`src/rtl/alu_ctrl_seq_if.sv`:
```
// Issue-side bundle between the main decoder and the ALU control sequencer.
// master = decoder/pipeline side, slave = alu_ctrl_seq.
interface alu_ctrl_seq_if #(
  parameter int unsigned CTRL_W = 5
);
  logic              in_valid;
  logic              in_ready;
  logic [1:0]        ALUOp;
  logic [2:0]        funct3;
  logic              funct7_5;
  logic              funct7_0;
  logic              op_5;
  logic              flush;
  logic [CTRL_W-1:0] ALUControl;
  logic              is_mdu;
  logic              out_valid;
  logic              stall;

  modport master (
    output in_valid, ALUOp, funct3, funct7_5, funct7_0, op_5, flush,
    input  in_ready, ALUControl, is_mdu, out_valid, stall
  );

  modport slave (
    input  in_valid, ALUOp, funct3, funct7_5, funct7_0, op_5, flush,
    output in_ready, ALUControl, is_mdu, out_valid, stall
  );
endinterface

```
`src/rtl/alu_ctrl_seq.sv`:
```
// Registered RV32IM ALU control decoder; holds multi-cycle MUL/DIV control
// words and back-pressures issue until the configured latency has elapsed.
module alu_ctrl_seq #(
  parameter int unsigned MUL_LATENCY = 2,
  parameter int unsigned DIV_LATENCY = 33,
  parameter int unsigned CTRL_W      = 5
) (
  input logic           clk,
  input logic           rst,
  alu_ctrl_seq_if.slave bus
);

  localparam logic [4:0] OpAdd  = 5'b00000;
  localparam logic [4:0] OpSub  = 5'b00001;
  localparam logic [4:0] OpAnd  = 5'b00010;
  localparam logic [4:0] OpOr   = 5'b00011;
  localparam logic [4:0] OpXor  = 5'b00100;
  localparam logic [4:0] OpSlt  = 5'b00101;
  localparam logic [4:0] OpSltu = 5'b00110;
  localparam logic [4:0] OpSll  = 5'b00111;
  localparam logic [4:0] OpSrl  = 5'b01000;
  localparam logic [4:0] OpSra  = 5'b01001;

  localparam logic [7:0] MulLat = 8'(MUL_LATENCY);
  localparam logic [7:0] DivLat = 8'(DIV_LATENCY);

  typedef enum logic [0:0] {StIdle, StBusy} state_e;

  state_e            state_q;
  logic [7:0]        cnt_q;
  logic [CTRL_W-1:0] ctrl_q;
  logic              mdu_q;
  logic              vld_q;

  logic [4:0] dec_op;
  logic       dec_mdu;
  logic [7:0] dec_lat;

  always_comb begin
    dec_op  = OpAdd;
    dec_mdu = 1'b0;
    dec_lat = 8'd1;
    case (bus.ALUOp)
      2'b01: begin
        case (bus.funct3)
          3'b000, 3'b001: dec_op = OpSub;
          3'b100, 3'b101: dec_op = OpSlt;
          3'b110, 3'b111: dec_op = OpSltu;
          default:        dec_op = OpAdd;
        endcase
      end
      2'b10: begin
        if (bus.op_5 && bus.funct7_0) begin
          // M-ops encode as 10 followed by funct3; funct3[2] splits mul/div.
          dec_op  = {2'b10, bus.funct3};
          dec_mdu = 1'b1;
          dec_lat = bus.funct3[2] ? DivLat : MulLat;
        end else begin
          case (bus.funct3)
            3'b000:  dec_op = (bus.op_5 && bus.funct7_5) ? OpSub : OpAdd;
            3'b001:  dec_op = OpSll;
            3'b010:  dec_op = OpSlt;
            3'b011:  dec_op = OpSltu;
            3'b100:  dec_op = OpXor;
            3'b101:  dec_op = bus.funct7_5 ? OpSra : OpSrl;
            3'b110:  dec_op = OpOr;
            default: dec_op = OpAnd;
          endcase
        end
      end
      default: dec_op = OpAdd;
    endcase
  end

  always_ff @(posedge clk or posedge rst) begin
    if (rst) begin
      state_q <= StIdle;
      cnt_q   <= '0;
      ctrl_q  <= '0;
      mdu_q   <= 1'b0;
      vld_q   <= 1'b0;
    end else if (bus.flush) begin
      state_q <= StIdle;
      cnt_q   <= '0;
      ctrl_q  <= '0;
      mdu_q   <= 1'b0;
      vld_q   <= 1'b0;
    end else begin
      vld_q <= 1'b0;
      case (state_q)
        StIdle: begin
          if (bus.in_valid) begin
            ctrl_q <= CTRL_W'(dec_op);
            mdu_q  <= dec_mdu;
            if (dec_lat > 8'd1) begin
              state_q <= StBusy;
              cnt_q   <= dec_lat - 8'd1;
            end else begin
              vld_q <= 1'b1;
            end
          end
        end
        StBusy: begin
          if (cnt_q > 8'd1) begin
            cnt_q <= cnt_q - 8'd1;
          end else begin
            state_q <= StIdle;
            cnt_q   <= '0;
            vld_q   <= 1'b1;
          end
        end
        default: state_q <= StIdle;
      endcase
    end
  end

  assign bus.in_ready   = (state_q == StIdle);
  assign bus.stall      = (state_q == StBusy);
  assign bus.ALUControl = ctrl_q;
  assign bus.is_mdu     = mdu_q;
  assign bus.out_valid  = vld_q;

endmodule

```
`src/flat_wrapper.sv`:
```
// flat-port wrapper written by rule: the top's interface ports become plain ports
module alu_ctrl_seq_flat 
#(
  parameter int unsigned MUL_LATENCY = 2,
  parameter int unsigned DIV_LATENCY = 33,
  parameter int unsigned CTRL_W      = 5
)
  (clk, rst, bus_in_valid, bus_ALUOp, bus_funct3, bus_funct7_5, bus_funct7_0, bus_op_5, bus_flush, bus_in_ready, bus_ALUControl, bus_is_mdu, bus_out_valid, bus_stall);
  alu_ctrl_seq_if #(.CTRL_W(CTRL_W)) bus_i ();
  input logic clk;
  input logic rst;
  input wire logic [$bits(bus_i.in_valid)-1:0] bus_in_valid;
  input wire logic [$bits(bus_i.ALUOp)-1:0] bus_ALUOp;
  input wire logic [$bits(bus_i.funct3)-1:0] bus_funct3;
  input wire logic [$bits(bus_i.funct7_5)-1:0] bus_funct7_5;
  input wire logic [$bits(bus_i.funct7_0)-1:0] bus_funct7_0;
  input wire logic [$bits(bus_i.op_5)-1:0] bus_op_5;
  input wire logic [$bits(bus_i.flush)-1:0] bus_flush;
  output wire logic [$bits(bus_i.in_ready)-1:0] bus_in_ready;
  output wire logic [$bits(bus_i.ALUControl)-1:0] bus_ALUControl;
  output wire logic [$bits(bus_i.is_mdu)-1:0] bus_is_mdu;
  output wire logic [$bits(bus_i.out_valid)-1:0] bus_out_valid;
  output wire logic [$bits(bus_i.stall)-1:0] bus_stall;
  assign bus_i.in_valid = bus_in_valid;
  assign bus_i.ALUOp = bus_ALUOp;
  assign bus_i.funct3 = bus_funct3;
  assign bus_i.funct7_5 = bus_funct7_5;
  assign bus_i.funct7_0 = bus_funct7_0;
  assign bus_i.op_5 = bus_op_5;
  assign bus_i.flush = bus_flush;
  assign bus_in_ready = bus_i.in_ready;
  assign bus_ALUControl = bus_i.ALUControl;
  assign bus_is_mdu = bus_i.is_mdu;
  assign bus_out_valid = bus_i.out_valid;
  assign bus_stall = bus_i.stall;
  alu_ctrl_seq #(.MUL_LATENCY(MUL_LATENCY), .DIV_LATENCY(DIV_LATENCY), .CTRL_W(CTRL_W)) u_core (.clk(clk), .rst(rst), .bus(bus_i));
endmodule
```
`config.mk`:
```
export PLATFORM = sky130hd
export DESIGN_NAME = alu_ctrl_seq_flat
export DESIGN_NICKNAME = d
export VERILOG_FILES = /design/src/rtl/alu_ctrl_seq_if.sv /design/src/rtl/alu_ctrl_seq.sv /design/src/flat_wrapper.sv
export SDC_FILE = /design/constraint.sdc
export NUM_CORES = 1
export LEC_CHECK = 0
export CAP_MARGIN = 0
export CORE_MARGIN = 4
export CORE_UTILIZATION = 54
export DETAILED_ROUTE_END_ITERATION = 16
export PLACE_DENSITY_LB_ADDON = 0.1
export REMOVE_ABC_BUFFERS = 1
export SETUP_SLACK_MARGIN = 0.02
export SYNTH_ARGS = -nofsm -noshare
export SYNTH_HDL_FRONTEND = slang
export SYNTH_SLANG_ARGS = --single-unit
```
`constraint.sdc`:
```
create_clock -name clk -period 3.23 [get_ports clk]
set_clock_uncertainty 0.2 [all_clocks]
set_input_delay 0.646 -clock clk [delete_from_list [all_inputs] [get_ports clk]]
set_output_delay 0.646 -clock clk [all_outputs]
set_load 0.1 [all_outputs]
```
# Word level (Yosys, flattened, before mapping)
# Cells that the tools add are included.
# Widths: inputs -> output; s select.
# word_totals
regBits,16
latchBits,0
mem_bits_rw,0
mem_bits_ro,0
in_bits,12
word_cells,63
mem_count,0
# op_classes
n_addsub,2
multipliers,0
div_mod_pow,0
magnitude_cmp,2
eq_ne,12
n_shift,0
muxes,32
bitwise,1
reduce_logical,9
# ops
op,n
$mux 8,6
$pmux 5 s7,1
$mux 5,4
$gt 8x1->1 const B,2
$pmux 8 s2,1
$sub 8x1->8 const B,2
$mux 1,15
$eq 3x3->1 const B,4
$pmux 5 s2,1
$pmux 3 s3,1
$eq 3x2->1 const B,2
$mux 6,1
$reduce_or 2->1,3
$pmux 1 s2,2
$reduce_and 2->1,2
$eq 3x1->1 const B,1
$logic_not 3->1,1
$ne 3x2->1 const B,1
$ne 3x3->1 const B,1
$eq 2x1->1 const B,1
$eq 2x2->1 const B,1
$logic_and 1x1->1,2
$ne 2x2->1 const B,1
$reduce_bool 2->1,1
$not 1->1,1

# Longest topological paths before layout
# Gate-level depths: netlist (run 1).
# depth
word_depth,8
mapped_depth,10
mapped_depth_nobuf,9

# Least setup slack after synthesis (run 1)
# Ideal clock, no wire load.
# synth_timing
path_kind,reg2reg
from,reg u_core.state_q (netlist: u_core.bus.stall)
to,reg u_core.cnt_q[7]
arrival_time_ns,2.461
path_slack_ns,0.443
path_stages_with_launch,6
path_buffers,1
period_less_slack_ns,2.787
path_cell_list,dfrtp_1 clkbuf_1 inv_1 o32ai_1 a21oi_1 a221o_1
# synth_via
elab_chain_cells,3
elab_cells_between_ends,6
classes_between,eq/ne (2); mux (2); bitwise (1); reduce/logical (1)
# synth_rtl
element,line,rtl
start: declaration,alu_ctrl_seq.sv:29,state_e state_q;
start signal: assignment,alu_ctrl_seq.sv:77,state_q <= StIdle;
start signal: assignment,alu_ctrl_seq.sv:83,state_q <= StIdle;
start signal: assignment,alu_ctrl_seq.sv:96,state_q <= StBusy;
$not 1->1 *,n/a,
named net bus_in_ready,flat_wrapper.sv:19,output wire logic [$bits(bus_i.in_ready)-1:0] bus_in_ready;
$pmux 8 s2 (tied with other cells),alu_ctrl_seq.sv:90,case (state_q)
$mux 8 or $reduce_and 2->1 (tied branches),n/a,
end signal: assignment,alu_ctrl_seq.sv:97,cnt_q <= dec_lat - 8'd1;
end signal: assignment,alu_ctrl_seq.sv:105,cnt_q <= cnt_q - 8'd1;
end: declaration,alu_ctrl_seq.sv:30,logic [7:0] cnt_q;
# The timed path passes the listed nets; every way through them passes the cells marked *.
# A chain may end at the register's enable or synchronous reset.

# Worst setup path in the final report (run 1)
# layout_timing
from,in bus_ALUOp[0]
to,reg u_core.cnt_q[7]
# layout_via
elab_chain_cells,7
elab_cells_between_ends,10
classes_between,add/sub (1); order compare (1); eq/ne (2); mux (5); reduce/logical (1)
# layout_rtl
element,line,rtl
start: declaration,flat_wrapper.sv:13,input wire logic [$bits(bus_i.ALUOp)-1:0] bus_ALUOp;
$eq 2x2->1 *,alu_ctrl_seq.sv:43,case (bus.ALUOp)
$mux 8 *,alu_ctrl_seq.sv:43,
$sub 8x1->8,alu_ctrl_seq.sv:97,
$mux 8,alu_ctrl_seq.sv:95,if (dec_lat > 8'd1) begin
$mux 8,alu_ctrl_seq.sv:92,if (bus.in_valid) begin
$pmux 8 s2,alu_ctrl_seq.sv:90,
$mux 8,alu_ctrl_seq.sv:82,end else if (bus.flush) begin
# Mark *: on every way between the ends. The rest lies on a longest branch, timed or not. The select of a mux whose other input is x is not followed.

==> metrics.yaml, run 1 <==
crit_arrival_ns: 2.51
netlist_area_sq_mm: 0.00105
setup.worst_path.class: "in -> reg"
numCtsBuffers: 3
detail-route-antenna-nets: 0
nFillCells: 138
layout.nets: 153
ys_ff_latch: 15
cp_max_fo: 7
power_uw: 398
drt_iter0_drc: 43
p_per_area_mw_per_mm2: 313
switchingPower_uw: 123
dpl_cell_area_sq_mm: 0.00124
yosysTopAreaCell: "dfrtp_1"
rsz0062_at_grt: "false"
ios: 21
syn_avg_cell_area_sq_um: 9.06
cts_root_buffer: "clkbuf_4"
stdcell_area_sq_mm: 0.00127
drive_above_1_share: 0.156
worst_path_dominant_cell_family: "compound AO/OA/AOI/OAI gates"
max_clock_freq_mhz: 395
worst_setup_path_start_kind: "input pin"
start_util: 0.589
vias: 948
max-slew-margin-rel: 0.637
cts_resized: 0
critical_path_depth: 7
hold_class: "reg -> reg"
synth-async-reset-ratio: 1.00
outcome: "complete, no violations"
clk_path_buf_depth: 2
wl_met1_microns: 1080
period_minus_slack_ns: 2.53
port_buffers: 20
grtUsageTotal: 0.198
p_sw_frac: 0.309
endpoint_kind: "flip-flop"
vdd_drop_max_mv: 0.212
wl_met3_microns: 158
grt_max_degree: 16
cp_slowest_cell: "clkdlybuf4s50_1"
synth_top_area_share: 0.357
grt_pass1_vias: 911
h-tree-depth: 1
antenna_found_initial: 0
dp_hpwl_microns: 1850
setup_viol: 0
worstHoldStart: "u_core.bus.ALUControl[3]"
cp-endpoint: "u_core.cnt_q[7]"
cts_hold_buf: 0
final.period_utilization: 0.783
multi_input_area_sq_um: 619
ys_seq_area_frac: 0.357
critPathRequiredTime_ns: 3.21
crit_buf_inv: 2
r2r-end: "u_core.cnt_q[7]"
crit_path_start: "bus_ALUOp[0]"
wire_per_inst_microns: 14.8
clkPwrFrac: 0.263
finalSetupTns_ns: 0
clk_pin_slew_ns: 0.09
power_frac_seq: 0.494
grt_pass1_wl_microns: 4000
synthFlopType: "dfrtp_1"
reg2reg_from: "u_core.bus.stall"
wl_met2_microns: 1100
drv_cap: 0
std_cell_rows: 15
regArea_sq_um: 375
placed_cells: 156
yosys_warnings: 0
post-cts-setup-buffer-count: 0
p_int_uw: 275
drc: 0
die-area_sq_mm: 0.00272
gp_congestion: 0.860
grt.overflow.total: 0
die_h_microns: 52.1
clock-sinks: 15
drv_slew: 0
worst_pin_slew_ns: 0.544
reg2reg_depth: 4
r2r_setup_slack_ns: 1.12
cp_cell_sequence: "clkdlybuf4s50_1 -> inv_1 -> ha_1 -> and3_1 -> a21oi_1 -> nor3_2 -> a221o_1"
p_leak_uw: 0.000569
die_width_microns: 52.1
cpPeakStageDelay_ns: 0.48
combPwrFrac: 0.243
top_layer: "met4"
area_growth_pct: 20.7
syn_inst: 116
synth.area.top_cells: "dfrtp_1, ha_1, nor2_1, a21oi_1, o21ai_0"
viasPerCell: 5.93
coreArea_sq_mm: 0.00178
stdcell_count: 160
drt_wl_total_microns: 2360
hold_viol: 0
synth_edf_count: 0
antennaDiodeCount: 0
yosysUniqueCellTypes: 47
clock_latency_ns: 0.29
cts_tree: "yes"
first_pass_iters: 4
through the flow:
| step | hold WS, ns | util | setup slack [ns] |
|---|---|---|---|
| global route | 0.350 | 0.712 | 0.564 |
| CTS | 0.333 | 0.712 | 0.718 |
| finish | 0.329 | 0.712 | 0.701 |
| global placement | 0.309 | 0.696 | 0.441 |
| detailed placement | 0.320 | 0.696 | 0.403 |
| floorplan | 0.328 | - | 0.309 |
Yosys cell counts (3+ instances only):
library cell	count
dfrtp_1	15
nor2_1	11
a21oi_1	8
inv_1	8
o21ai_0	6
clkbuf_1	5
ha_1	5
nand2_1	4
nor2b_1	4
a22oi_1	3
or3_1	3
power by group through the flow:
| stage | clock (uW) | sequential, uW | combinational [uW] |
|---|---|---|---|
| after floorplan | 0 | 218 | 43.3 |
| after global placement | 0 | 200 | 94.1 |
| after detailed placement | 0 | 200 | 95.6 |
| after CTS | 109 | 197 | 95.9 |
| after global routing | 115 | 198 | 105 |
| final | 105 | 197 | 96.5 |
flip-flops by register name, summed over array words and instances, names as in the netlist:
name,cells
u_core.cnt_q,8
u_core.bus.ALUControl,5
u_core.bus.out_valid,1
u_core.bus.stall,1
worst min path at each step:
stage / to / slack (ns) / cells past startpoint
final: u_core.bus.ALUControl[3] / 0.33 / 2
after global routing: u_core.bus.ALUControl[3] / 0.35 / 2
after CTS: u_core.bus.ALUControl[3] / 0.33 / 2
after detailed placement: u_core.bus.ALUControl[3] / 0.32 / 2
after global placement: u_core.bus.ALUControl[3] / 0.31 / 2
after floorplan: u_core.cnt_q[7] / 0.33 / 1
final cells by class:
| type | instances | share of cell area |
|---|---|---|
| Clock inverter | 1 | 0.00394 |
| Multi-Input combinational cell | 87 | 0.488 |
| Timing Repair Buffer | 21 | 0.146 |
| Inverter | 8 | 0.0237 |
| Tap cell | 25 | 0.0247 |
| Sequential cell | 15 | 0.296 |
| Clock buffer | 3 | 0.0178 |
logic make-up after synthesis:
| family | share of synthesized area |
|---|---|
| compound gates | 0.285 |
| simple gates | 0.214 |
| flops | 0.357 |
| buf+inv | 0.0536 |
| fa+ha+maj | 0.0595 |
| mux | 0.0190 |
| other cells | 0.00357 |
| xor+xnor | 0.00833 |
cell usage in the layout, fill, tap and decap left out, types with 2 or more instances in the layout:
cell,count
nor2_1,11
or3_1,3
clkbuf_4,3
nand3b_1,2
nor2b_1,4
nand2b_1,2
buf_4,10
clkdlybuf4s50_1,11
a22oi_1,3
a22o_1,2
ha_1,5
nand3_1,2
a21oi_1,8
inv_1,8
o22ai_1,2
dfrtp_1,15
o2bb2ai_1,2
o21ai_0,6
mux2i_1,2
a31oi_1,2
nand2_1,4
worst min-delay path: stages, from the launching register on:
cell and delay, ns:
dfrtp_1 0.39, nand2_1 0.06, a21oi_1 0.05
layer usage:
metal,global-route usage,vias to the layer above
met3,0.0516,2
met4,0.0393,0
met5,0,-
li1,-,473
met2,0.318,34
met1,0.268,439
Note: power is estimated with default switching activity, not from simulation.
==> run 2, diff against run 1 <==
Settings changed: CORE_UTILIZATION 54 to 50.
Clock period 3.23 ns to 2.5 ns, I/O delays scaled along.
==> run 2 against run 1 <==
- clock-buffer cell count is the same
- core utilization shrank 4.0 points
- first-iteration DRC count down 23%
- global-route usage rose by 0.55 points
- register-to-register slack got worse by 0.65 ns
- flip-flop and latch count is the same
- combinational power is 39% higher
- routed wire length is 9.7% higher
- critical path depth unchanged
- largest cell class unchanged
==> metrics.yaml, run 2 (synthesis results as in run 1) <==
final.period_utilization: 0.876
mostFrequentLayoutCells: "buf_4, dfrtp_1, nor2_1, clkdlybuf4s50_1"  # was dfrtp_1, nor2_1, clkdlybuf4s50_1
grt.overflow.total: 0  # unchanged
post-cts-setup-buffer-count: 0  # unchanged
clkPwrFrac: 0.276  # was 0.263
largest_reg_flops: 8  # unchanged
clk_pin_slew_ns: 0.11  # was 0.09 ns
hold-worst-slack_ns: 0.328  # was 0.329 ns
vias: 1024  # was 948
start_util: 0.530  # was 0.589
setup_viol: 0  # unchanged
nFillCells: 161  # was 138
postLayoutCoreUtil: 0.672  # was 0.712
switchingPower_uw: 172  # was 123 uW
dpl_cell_area_sq_mm: 0.00130  # was 0.00124 sq mm
vdd_drop_max_mv: 0.239  # was 0.212 mV
std_cell_rows: 16  # was 15
critPathRequiredTime_ns: 2.48  # was 3.21 ns
grt_max_degree: 16  # unchanged
max-slew-margin-rel: 0.615  # was 0.637
drv_slew: 0  # unchanged
cp_max_fo: 5  # was 7
clock-sinks: 15  # unchanged
combPwrFrac: 0.250  # was 0.243
layout.nets: 159  # was 153
h-tree-depth: 1  # unchanged
ios: 21  # unchanged
wire_per_inst_microns: 15.4  # was 14.8 microns
dp_hpwl_microns: 1950  # was 1850 microns
viasPerCell: 6.10  # was 5.93
gp_congestion: 0.878  # was 0.860
worst_setup_path_start_kind: "input pin"  # unchanged
grtUsageTotal: 0.204  # was 0.198
die_h_microns: 53.8  # was 52.1 microns
cts_root_buffer: "clkbuf_4"  # unchanged
stdcell_area_sq_mm: 0.00133  # was 0.00127 sq mm
regMostFlops: "u_core.cnt_q"  # unchanged
die-area_sq_mm: 0.00290  # was 0.00272 sq mm
first_pass_iters: 5  # was 4
die_width_microns: 53.8  # was 52.1 microns
p_per_area_mw_per_mm2: 401  # was 313 mW/mm^2
rsz0062_at_grt: "false"  # unchanged
max_clock_freq_mhz: 456
crit_arrival_ns: 2.18  # was 2.51 ns
coreArea_sq_mm: 0.00198  # was 0.00178 sq mm
setup.worst_path.class: "in -> reg"  # unchanged
clk_path_buf_depth: 2  # unchanged
drive_above_1_share: 0.191  # was 0.156
drt_wl_total_microns: 2590  # was 2360 microns
p_sw_frac: 0.323  # was 0.309
period_minus_slack_ns: 2.19
drt_iter0_drc: 33  # was 43
drv_cap: 0  # unchanged
drc: 0  # unchanged
hold_class: "reg -> reg"  # unchanged
p_leak_uw: 0.000601  # was 0.000569 uW
antennaDiodeCount: 0  # unchanged
grt_pass1_vias: 945  # was 911
detail-route-antenna-nets: 0  # unchanged
antenna_found_initial: 0  # unchanged
numCtsBuffers: 3  # unchanged
cts_hold_buf: 0  # unchanged
endpoint_kind: "flip-flop"  # unchanged
power_frac_seq: 0.474  # was 0.494
hold_viol: 0  # unchanged
area_growth_pct: 26.7  # was 20.7%
clock_latency_ns: 0.29  # about the same
port_buffers: 20  # unchanged
p_int_uw: 362  # was 275 uW
outcome: "complete, no violations"  # unchanged
worst_pin_slew_ns: 0.577  # was 0.544 ns
cts_tree: "yes"  # unchanged
grt_pass1_wl_microns: 4370  # was 4000 microns
multi_input_area_sq_um: 619  # unchanged
regArea_sq_um: 375  # unchanged
cts_resized: 0  # unchanged
==> run 2: layout make-up <==
class / instances / share of cell area
Clock buffer: 3 / 0.0169
Clock inverter: 1 / 0.00564
Inverter: 8 / 0.0226
Multi-Input combinational cell: 87 / 0.465
Sequential cell: 15 / 0.282
Tap cell: 27 / 0.0254
Timing Repair Buffer: 27 / 0.182
==> run 2: worst paths after layout <==
check                                    startpoint                       end  slack (ns)  depth (start not counted)
min in group asynchronous                       rst           u_core.cnt_q[5]        0.36                          2
hold reg to reg            u_core.bus.ALUControl[1]  u_core.bus.ALUControl[1]        0.33                          2
max in group asynchronous                       rst  u_core.bus.ALUControl[3]        1.36                          2
setup / recovery                       bus_ALUOp[0]           u_core.cnt_q[7]        0.31                          7
setup reg to reg                    u_core.cnt_q[0]           u_core.cnt_q[7]        0.47                          6
hold / removal             u_core.bus.ALUControl[1]  u_core.bus.ALUControl[1]        0.33                          2
==> run 2: metrics by stage <==
stage	setup TNS, ns	setup WS [ns]	power [uW]	cells
CTS	0	0.314	537	168
floorplan	-0.429	-0.421	337	110
detailed placement	-0.00286	-0.00286	390	164
global placement	0	0.0575	388	164
finish	0	0.309	534	168
global route	0	0.209	561	168
==> run 2: power by group through the flow <==
stage	Combinational, uW	Clock [uW]	Sequential [uW]
after floorplan	56.0	0	281
after global placement	130	0	258
after detailed placement	133	0	258
after CTS	133	151	253
after global routing	145	162	254
final	134	147	253
==> run 2: metal layers <==
metal / up-vias / wire length, microns / global-route usage
met5: - / 0 / 0
met4: 0 / 25 / 0.0511
met3: 6 / 190 / 0.0332
met2: 50 / 1210 / 0.300
met1: 483 / 1170 / 0.305
li1: 485 / - / -
==> run 2: critical path: stages <==
cell,delay [ns]
clkdlybuf4s50_1,0.49
inv_1,0.05
ha_1,0.20
and3_1,0.23
a21oi_1,0.28
nor3_2,0.11
a221o_1,0.32
